**config.mk**
```make
export PLATFORM = sky130hd
export DESIGN_NAME = spi_target_regs
export DESIGN_NICKNAME = d
export VERILOG_FILES = /design/src/rtl/spi_target_regs.sv
export SDC_FILE = /design/constraint.sdc
export NUM_CORES = 1
export LEC_CHECK = 0
export CORE_MARGIN = 3
export CORE_UTILIZATION = 54
export DETAILED_ROUTE_END_ITERATION = 12
export GPL_ROUTABILITY_DRIVEN = 1
export GPL_TIMING_DRIVEN = 0
export PLACE_DENSITY = 0.81
export SYNTH_ARGS = -nofsm -noshare
export SYNTH_HDL_FRONTEND = slang
export SYNTH_SLANG_ARGS = --single-unit
export TNS_END_PERCENT = 100
```
**constraint.sdc**
```tcl
create_clock -name Clk -period 3.23 [get_ports Clk]
set_clock_uncertainty 0.15 [all_clocks]
set_input_delay 0.969 -clock Clk [delete_from_list [all_inputs] [get_ports Clk]]
set_output_delay 0.969 -clock Clk [all_outputs]
set_load 0.005 [all_outputs]
```
**src/rtl/spi_target_regs.sv**
```systemverilog
// spi_target_regs: SPI mode-0 target exposing a 2^ADDR_W byte register file.
// Every SPI pin is oversampled by Clk; no logic is clocked by SCLK.
// Register 0 is a read-only image of keycode; writes to it are dropped.
// Optional macro SPI_TARGET_IRQ_EN builds the keycode-change interrupt;
// without it irq is tied low and no change-detect flops exist.
module spi_target_regs #(
    parameter int unsigned ADDR_W      = 3,
    parameter int unsigned SYNC_STAGES = 2
) (
    input  logic                       Clk,
    input  logic                       Reset,
    input  logic                       SPI_SCLK,
    input  logic                       SPI_MOSI,
    input  logic                       SPI_SS_n,
    output logic                       SPI_MISO,
    output logic                       SPI_MISO_oe,
    input  logic [7:0]                 keycode,
    output logic [8*(2**ADDR_W)-1:0]   regs_flat,
    output logic                       wr_strobe,
    output logic [ADDR_W-1:0]          wr_addr,
    output logic [7:0]                 wr_data,
    output logic                       busy,
    output logic                       irq
);
    localparam int unsigned NREG = 2 ** ADDR_W;

    localparam logic [1:0] StIdle = 2'd0;
    localparam logic [1:0] StCmd  = 2'd1;
    localparam logic [1:0] StData = 2'd2;

    logic [SYNC_STAGES-1:0] sclk_sync_q, mosi_sync_q, ss_sync_q;
    logic                   sclk_prev_q, ss_prev_q;
    logic                   sclk_last, mosi_last, ss_last;
    logic                   sclk_rise, sclk_fall, ss_rise, ss_fall;

    logic [1:0]        state_q, state_d;
    logic [2:0]        bit_cnt_q, bit_cnt_d;
    logic [6:0]        rx_q, rx_d;
    logic [7:0]        tx_q, tx_d;
    logic [7:0]        next_q, next_d;
    logic [ADDR_W-1:0] addr_q, addr_d;
    logic              wr_q, wr_d;

    logic [7:0]        rx_byte;
    logic [ADDR_W-1:0] cmd_addr, addr_inc;
    logic              cmd_wr, active, byte_done, wr_en;

    logic [7:0]        regs_q [1:NREG-1];
    logic [7:0]        rd_view [NREG];

    logic              wr_strobe_q;
    logic [ADDR_W-1:0] wr_addr_q;
    logic [7:0]        wr_data_q;

    // Input synchronizers plus one extra registered copy for edge detection.
    // Reset clears them to 0 so an SS_n already low at release reads as no
    // edge: the block only re-arms after it has seen SS_n high.
    always_ff @(posedge Clk) begin
        if (Reset) begin
            sclk_sync_q <= '0;
            mosi_sync_q <= '0;
            ss_sync_q   <= '0;
            sclk_prev_q <= 1'b0;
            ss_prev_q   <= 1'b0;
        end else begin
            sclk_sync_q <= {sclk_sync_q[SYNC_STAGES-2:0], SPI_SCLK};
            mosi_sync_q <= {mosi_sync_q[SYNC_STAGES-2:0], SPI_MOSI};
            ss_sync_q   <= {ss_sync_q[SYNC_STAGES-2:0], SPI_SS_n};
            sclk_prev_q <= sclk_last;
            ss_prev_q   <= ss_last;
        end
    end

    assign sclk_last = sclk_sync_q[SYNC_STAGES-1];
    assign mosi_last = mosi_sync_q[SYNC_STAGES-1];
    assign ss_last   = ss_sync_q[SYNC_STAGES-1];
    assign sclk_rise = sclk_last & ~sclk_prev_q;
    assign sclk_fall = ~sclk_last & sclk_prev_q;
    assign ss_rise   = ss_last & ~ss_prev_q;
    assign ss_fall   = ~ss_last & ss_prev_q;

    assign active    = (state_q != StIdle);
    assign rx_byte   = {rx_q, mosi_last};
    assign cmd_addr  = rx_byte[ADDR_W+2:3];
    assign cmd_wr    = rx_byte[1];
    assign addr_inc  = addr_q + ADDR_W'(1);
    // A deselect in the same cycle swallows any SCLK edge.
    assign byte_done = active & ~ss_rise & sclk_rise & (bit_cnt_q == 3'd7);
    assign wr_en     = byte_done & (state_q == StData) & wr_q & (addr_q != '0);

    // Read view of the register file with keycode as byte 0, and its flat image.
    always_comb begin
        rd_view[0]       = keycode;
        regs_flat[7:0]   = keycode;
        for (int i = 1; i < NREG; i++) begin
            rd_view[i]          = regs_q[i];
            regs_flat[8*i +: 8] = regs_q[i];
        end
    end

    // Transaction next-state: select, bit shifting and per-byte command/data handling.
    always_comb begin
        state_d   = state_q;
        bit_cnt_d = bit_cnt_q;
        rx_d      = rx_q;
        tx_d      = tx_q;
        next_d    = next_q;
        addr_d    = addr_q;
        wr_d      = wr_q;
        if (!active) begin
            if (ss_fall) begin
                state_d   = StCmd;
                bit_cnt_d = 3'd0;
                rx_d      = '0;
                tx_d      = keycode;
            end
        end else if (ss_rise) begin
            state_d = StIdle;
        end else if (sclk_rise) begin
            rx_d      = rx_byte[6:0];
            bit_cnt_d = bit_cnt_q + 3'd1;
            if (bit_cnt_q == 3'd7) begin
                if (state_q == StCmd) begin
                    addr_d  = cmd_addr;
                    wr_d    = cmd_wr;
                    next_d  = rd_view[cmd_addr];
                    state_d = StData;
                end else begin
                    addr_d = addr_inc;
                    // Forward the byte being committed if the read hits it.
                    next_d = (wr_en && addr_inc == addr_q) ? rx_byte : rd_view[addr_inc];
                end
            end
        end else if (sclk_fall) begin
            tx_d = (bit_cnt_q == 3'd0) ? next_q : {tx_q[6:0], 1'b0};
        end
    end

    // Transaction state registers.
    always_ff @(posedge Clk) begin
        if (Reset) begin
            state_q   <= StIdle;
            bit_cnt_q <= 3'd0;
            rx_q      <= '0;
            tx_q      <= '0;
            next_q    <= '0;
            addr_q    <= '0;
            wr_q      <= 1'b0;
        end else begin
            state_q   <= state_d;
            bit_cnt_q <= bit_cnt_d;
            rx_q      <= rx_d;
            tx_q      <= tx_d;
            next_q    <= next_d;
            addr_q    <= addr_d;
            wr_q      <= wr_d;
        end
    end

    // Register file writes and the committed-write report.
    always_ff @(posedge Clk) begin
        if (Reset) begin
            for (int i = 1; i < NREG; i++) regs_q[i] <= '0;
            wr_strobe_q <= 1'b0;
            wr_addr_q   <= '0;
            wr_data_q   <= '0;
        end else begin
            wr_strobe_q <= wr_en;
            if (wr_en) begin
                regs_q[addr_q] <= rx_byte;
                wr_addr_q      <= addr_q;
                wr_data_q      <= rx_byte;
            end
        end
    end

    assign wr_strobe   = wr_strobe_q;
    assign wr_addr     = wr_addr_q;
    assign wr_data     = wr_data_q;
    assign busy        = active;
    assign SPI_MISO_oe = active;
    assign SPI_MISO    = active & tx_q[7];

`ifdef SPI_TARGET_IRQ_EN
    logic [7:0] key_prev_q;
    logic       irq_q;
    logic       irq_clr;

    assign irq_clr = byte_done & (state_q == StCmd) & (cmd_addr == '0) & ~cmd_wr;

    // Keycode change detect; a change in the same cycle as a clear wins.
    always_ff @(posedge Clk) begin
        if (Reset) begin
            key_prev_q <= keycode;
            irq_q      <= 1'b0;
        end else begin
            key_prev_q <= keycode;
            if (keycode != key_prev_q) begin
                irq_q <= 1'b1;
            end else if (irq_clr) begin
                irq_q <= 1'b0;
            end
        end
    end

    assign irq = irq_q;
`else
    assign irq = 1'b0;
`endif

endmodule
```
==> load_flow_metrics.sql <==
INSERT INTO impl_metrics (metric_group, metric, value, unit) VALUES
('timing', 'max_slew.worst_pin.slew', '0.795', 'ns'),
('place', 'place.detailed.hpwl', '11700', 'um'),
('final_layout', 'area.growth.synth_to_final', '23.1', '%'),
('die', 'floorplan.initialDensity', '56.7', '%'),
('die', 'die_height', '108', 'um'),
('yosys', 'number_of_enable_flip_flop_cells_after_synthesis', '56', ''),
('power', 'power.share.combinational', '8.0', '%'),
('final_layout', 'commonest_non_fill_non_tap_cell_in_the_layout', 'sky130_fd_sc_hd__clkdlybuf4s50_1', ''),
('cts', 'tritoncts_clock_tree', 'done', ''),
('setup_path', 'worstReg2RegEnd', 'next_q[4]$_SDFFE_PP0P_', ''),
('final_layout', 'final_nets', '622', ''),
('min_path', 'hp-class', 'reg -> reg', ''),
('setup_path', 'timing.critical_path.required', '2.11', 'ns'),
('run', 'maxCapViolCount', '0', ''),
('route', 'number_of_vias_per_cell_after_detailed_routing', '5.92', ''),
('power', 'netSwitchingFraction', '24.5', '%'),
('global_routing', 'grt_remaining_overflow', '0', ''),
('timing', 'fmaxAchievable', '0.330', 'GHz'),
('place', 'io_buffers', '90', ''),
('yosys', 'yosysWarnings', '0', ''),
('global_routing', 'grt_antenna_before_repair', '0', ''),
('setup_path', 'worst_ep_arrival_time', '1.91', 'ns'),
('timing', 'final_max_slew_viol_count', '0', ''),
('cts', 'insertion_delay', '0.40', 'ns'),
('final_layout', 'num_antenna_cells', '0', ''),
('die', 'design.core.area', '10000', 'um2'),
('cts', 'cts_max_path_buffers', '2', ''),
('global_routing', 'grt_util_all_layers', '27.4', '%'),
('timing', 'finalHoldViolCount', '0', ''),
('setup_path', 'r2r_start', 'addr_q[1]$_SDFFE_PP0P_', ''),
('place', 'place_congestion', '0.880', ''),
('cts', 'cts_buffers', '9', ''),
('run_status', 'status', 'finished, final reports clean', ''),
('yosys', 'mappedNetlistNets', '512', ''),
('power', 'p_int', '1.86', 'mW'),
('setup_path', 'critical_path.startpoint_type', 'input pin', ''),
('yosys', 'synth_top_cells_by_area', 'sky130_fd_sc_hd__edfxtp_1, sky130_fd_sc_hd__dfxtp_1, sky130_fd_sc_hd__mux4_2, sky130_fd_sc_hd__and2_1, sky130_fd_sc_hd__mux2i_1', ''),
('timing', 'timing.max_slew.rel_slack', '46.6', '%'),
('yosys', 'synthCells', '494', ''),
('die', 'die_x', '108', 'um'),
('yosys', 'post-synth-top-area-cell', 'sky130_fd_sc_hd__edfxtp_1', ''),
('timing', 'setup-violations-final', '0', ''),
('yosys', 'netlist-cell-type-count', '57', ''),
('global_routing', 'grt_util_met1', '35.4', '%'),
('setup_path', 'path_class', 'in -> out', ''),
('die', 'ioPinCount', '93', ''),
('route', 'num_vias', '4388', ''),
('power', 'switchingPower', '0.606', 'mW'),
('global_routing', 'grt_start_max_net_pins', '19', ''),
('place', 'pre_cts_ws', '-0.0902', 'ns'),
('yosys', 'synthesized_area_per_cell', '11.5', 'um2'),
('setup_path', 'crit_start', 'keycode[2]', ''),
('route', 'drt_pre_antenna_iters', '5', ''),
('cts', 'cts_hold_buf', '0', ''),
('yosys', 'syn-cell-area', '5670', 'um2'),
('timing', 'post-route-min-period', '3.03', 'ns'),
('global_routing', 'wire_length_of_the_first_global_routing_pass', '23900', 'um'),
('power', 'seqPwrFrac', '60.7', '%'),
('die', 'row_count', '36', ''),
('global_routing', 'met3_usage', '7.82', '%'),
('route', 'detail_route.wirelength', '15400', 'um'),
('power', 'leakage_power_summed_over_all_cells', '2.47', 'nW'),
('setup_path', 'worst-r2r-cell-count', '8', ''),
('power', 'p_per_area', '354', 'nW/um2'),
('yosys', 'synth_seq_cells', '108', ''),
('cts', 'clock_sink_count', '108', ''),
('yosys', 'synth_top_area_share', '29.7', '%'),
('cts', 'path_clk_slew', '0.10', 'ns'),
('yosys', 'synth_flop_cell', 'sky130_fd_sc_hd__edfxtp_1', ''),
('route', 'drt_iter0_markers', '449', ''),
('cts', 'cts-root-buf', 'sky130_fd_sc_hd__clkbuf_8', '');
## cell families (layout without fill, tap and decap cells)
| kind of cell | Yosys count | count (layout) | synth area share [%] |
|---|---|---|---|
| buf+inv | 59 | 173 | 5.92 |
| compound gates | 65 | 65 | 7.35 |
| flops | 108 | 108 | 48.0 |
| mux | 62 | 62 | 17.4 |
| fa+ha+maj | 5 | 5 | 1.10 |
| simple gates | 193 | 193 | 19.7 |
| other cells | 1 | 1 | 0.0662 |
| xor+xnor | 1 | 1 | 0.486 |
## metrics by stage
stage               area [um2]  setup TNS [ns]  power (mW)  std cells  util [%]
finish                    6980               0        2.47        741      69.8
detailed placement        6740           -1.10        1.72        717      67.4
global placement          6740          -0.583        1.72        717      67.4
CTS                       6900               0        2.47        731      69.0
global route              6980               0        2.55        741      69.8
floorplan                 5670               0        1.61        494         -
## registers in the layout (all words and copies together), names as in the netlist, 3 cells and up
signal	cells
bit_cnt_q	3
wr_data	8
tx_q	8
next_q	8
wr_addr	3
regs_q	56
rx_q	7
addr_q	3
## power by group through the flow
| stage | sequential [mW] | combinational (mW) | clock, mW |
|---|---|---|---|
| final | 1.50 | 0.198 | 0.773 |
| after floorplan | 1.52 | 0.0881 | 0 |
| after global routing | 1.50 | 0.212 | 0.835 |
| after CTS | 1.50 | 0.192 | 0.778 |
| after global placement | 1.53 | 0.192 | 0 |
| after detailed placement | 1.53 | 0.195 | 0 |
## what timing repair did
item                                   in CTS  in global routing
setup endpoints to repair                  11                  3
setup buffers                               0                 10
pin swaps                                   0                  1
resized for setup                           9                  1
endpoints found under the hold margin       0                  0
## critical path, cell delays in order
cell,delay (ns)
sky130_fd_sc_hd__dlygate4sd2_1,0.32
sky130_fd_sc_hd__buf_4,0.14
sky130_fd_sc_hd__clkdlybuf4s50_1,0.48
## cell type report
class	count	area [um2]
fill	733	3020
tap	133	166
clock inverter	6	48.8
sequential	108	2720
timing repair buffer	100	966
clock buffer	9	124
inverter	10	41.3
multi-input combinational	327	2620
buffer	48	294
## per-layer routing
| metal | vias to the layer above | share of wire [%] |
|---|---|---|
| met4 | 0 | 2.4 |
| met1 | 2121 | 39 |
| met2 | 237 | 49 |
| li1 | 1992 | - |
| met3 | 38 | 9.5 |
| met5 | - | 0 |
## cells in the mapped netlist (3+ instances only)
cell,count
sky130_fd_sc_hd__or2_2,7
sky130_fd_sc_hd__buf_4,11
sky130_fd_sc_hd__mux2i_1,28
sky130_fd_sc_hd__a311oi_1,6
sky130_fd_sc_hd__nor2_1,33
sky130_fd_sc_hd__nand3b_1,3
sky130_fd_sc_hd__nand2_1,23
sky130_fd_sc_hd__nand2b_1,3
sky130_fd_sc_hd__buf_2,7
sky130_fd_sc_hd__edfxtp_1,56
sky130_fd_sc_hd__and2_1,66
sky130_fd_sc_hd__buf_6,6
sky130_fd_sc_hd__ha_1,5
sky130_fd_sc_hd__nor2b_1,10
sky130_fd_sc_hd__mux2_2,6
sky130_fd_sc_hd__nor3_2,4
sky130_fd_sc_hd__dfxtp_1,52
sky130_fd_sc_hd__mux4_2,22
sky130_fd_sc_hd__mux4_4,5
sky130_fd_sc_hd__nor3_1,10
sky130_fd_sc_hd__clkbuf_1,22
sky130_fd_sc_hd__a21oi_1,24
sky130_fd_sc_hd__nor4_1,6
sky130_fd_sc_hd__nand3_1,13
sky130_fd_sc_hd__o21ai_0,16
sky130_fd_sc_hd__or3_1,3
sky130_fd_sc_hd__a211o_1,7
sky130_fd_sc_hd__inv_1,9
## worst min-delay path by stage
stage / from / depth (start not counted) / endpoint / slack, ns
after floorplan: mosi_sync_q[0]$_SDFF_PP0_ / 1 / mosi_sync_q[1]$_SDFF_PP0_ / 0.26
after global placement: mosi_sync_q[0]$_SDFF_PP0_ / 1 / mosi_sync_q[1]$_SDFF_PP0_ / 0.28
after detailed placement: mosi_sync_q[0]$_SDFF_PP0_ / 1 / mosi_sync_q[1]$_SDFF_PP0_ / 0.28
after CTS: tx_q[1]$_SDFFE_PP0P_ / 2 / tx_q[1]$_SDFFE_PP0P_ / 0.31
after global routing: ss_sync_q[0]$_SDFF_PP0_ / 1 / ss_sync_q[1]$_SDFF_PP0_ / 0.32
final: sclk_sync_q[0]$_SDFF_PP0_ / 1 / sclk_sync_q[1]$_SDFF_PP0_ / 0.31
No activity file was read; power rests on OpenSTA's default activity.
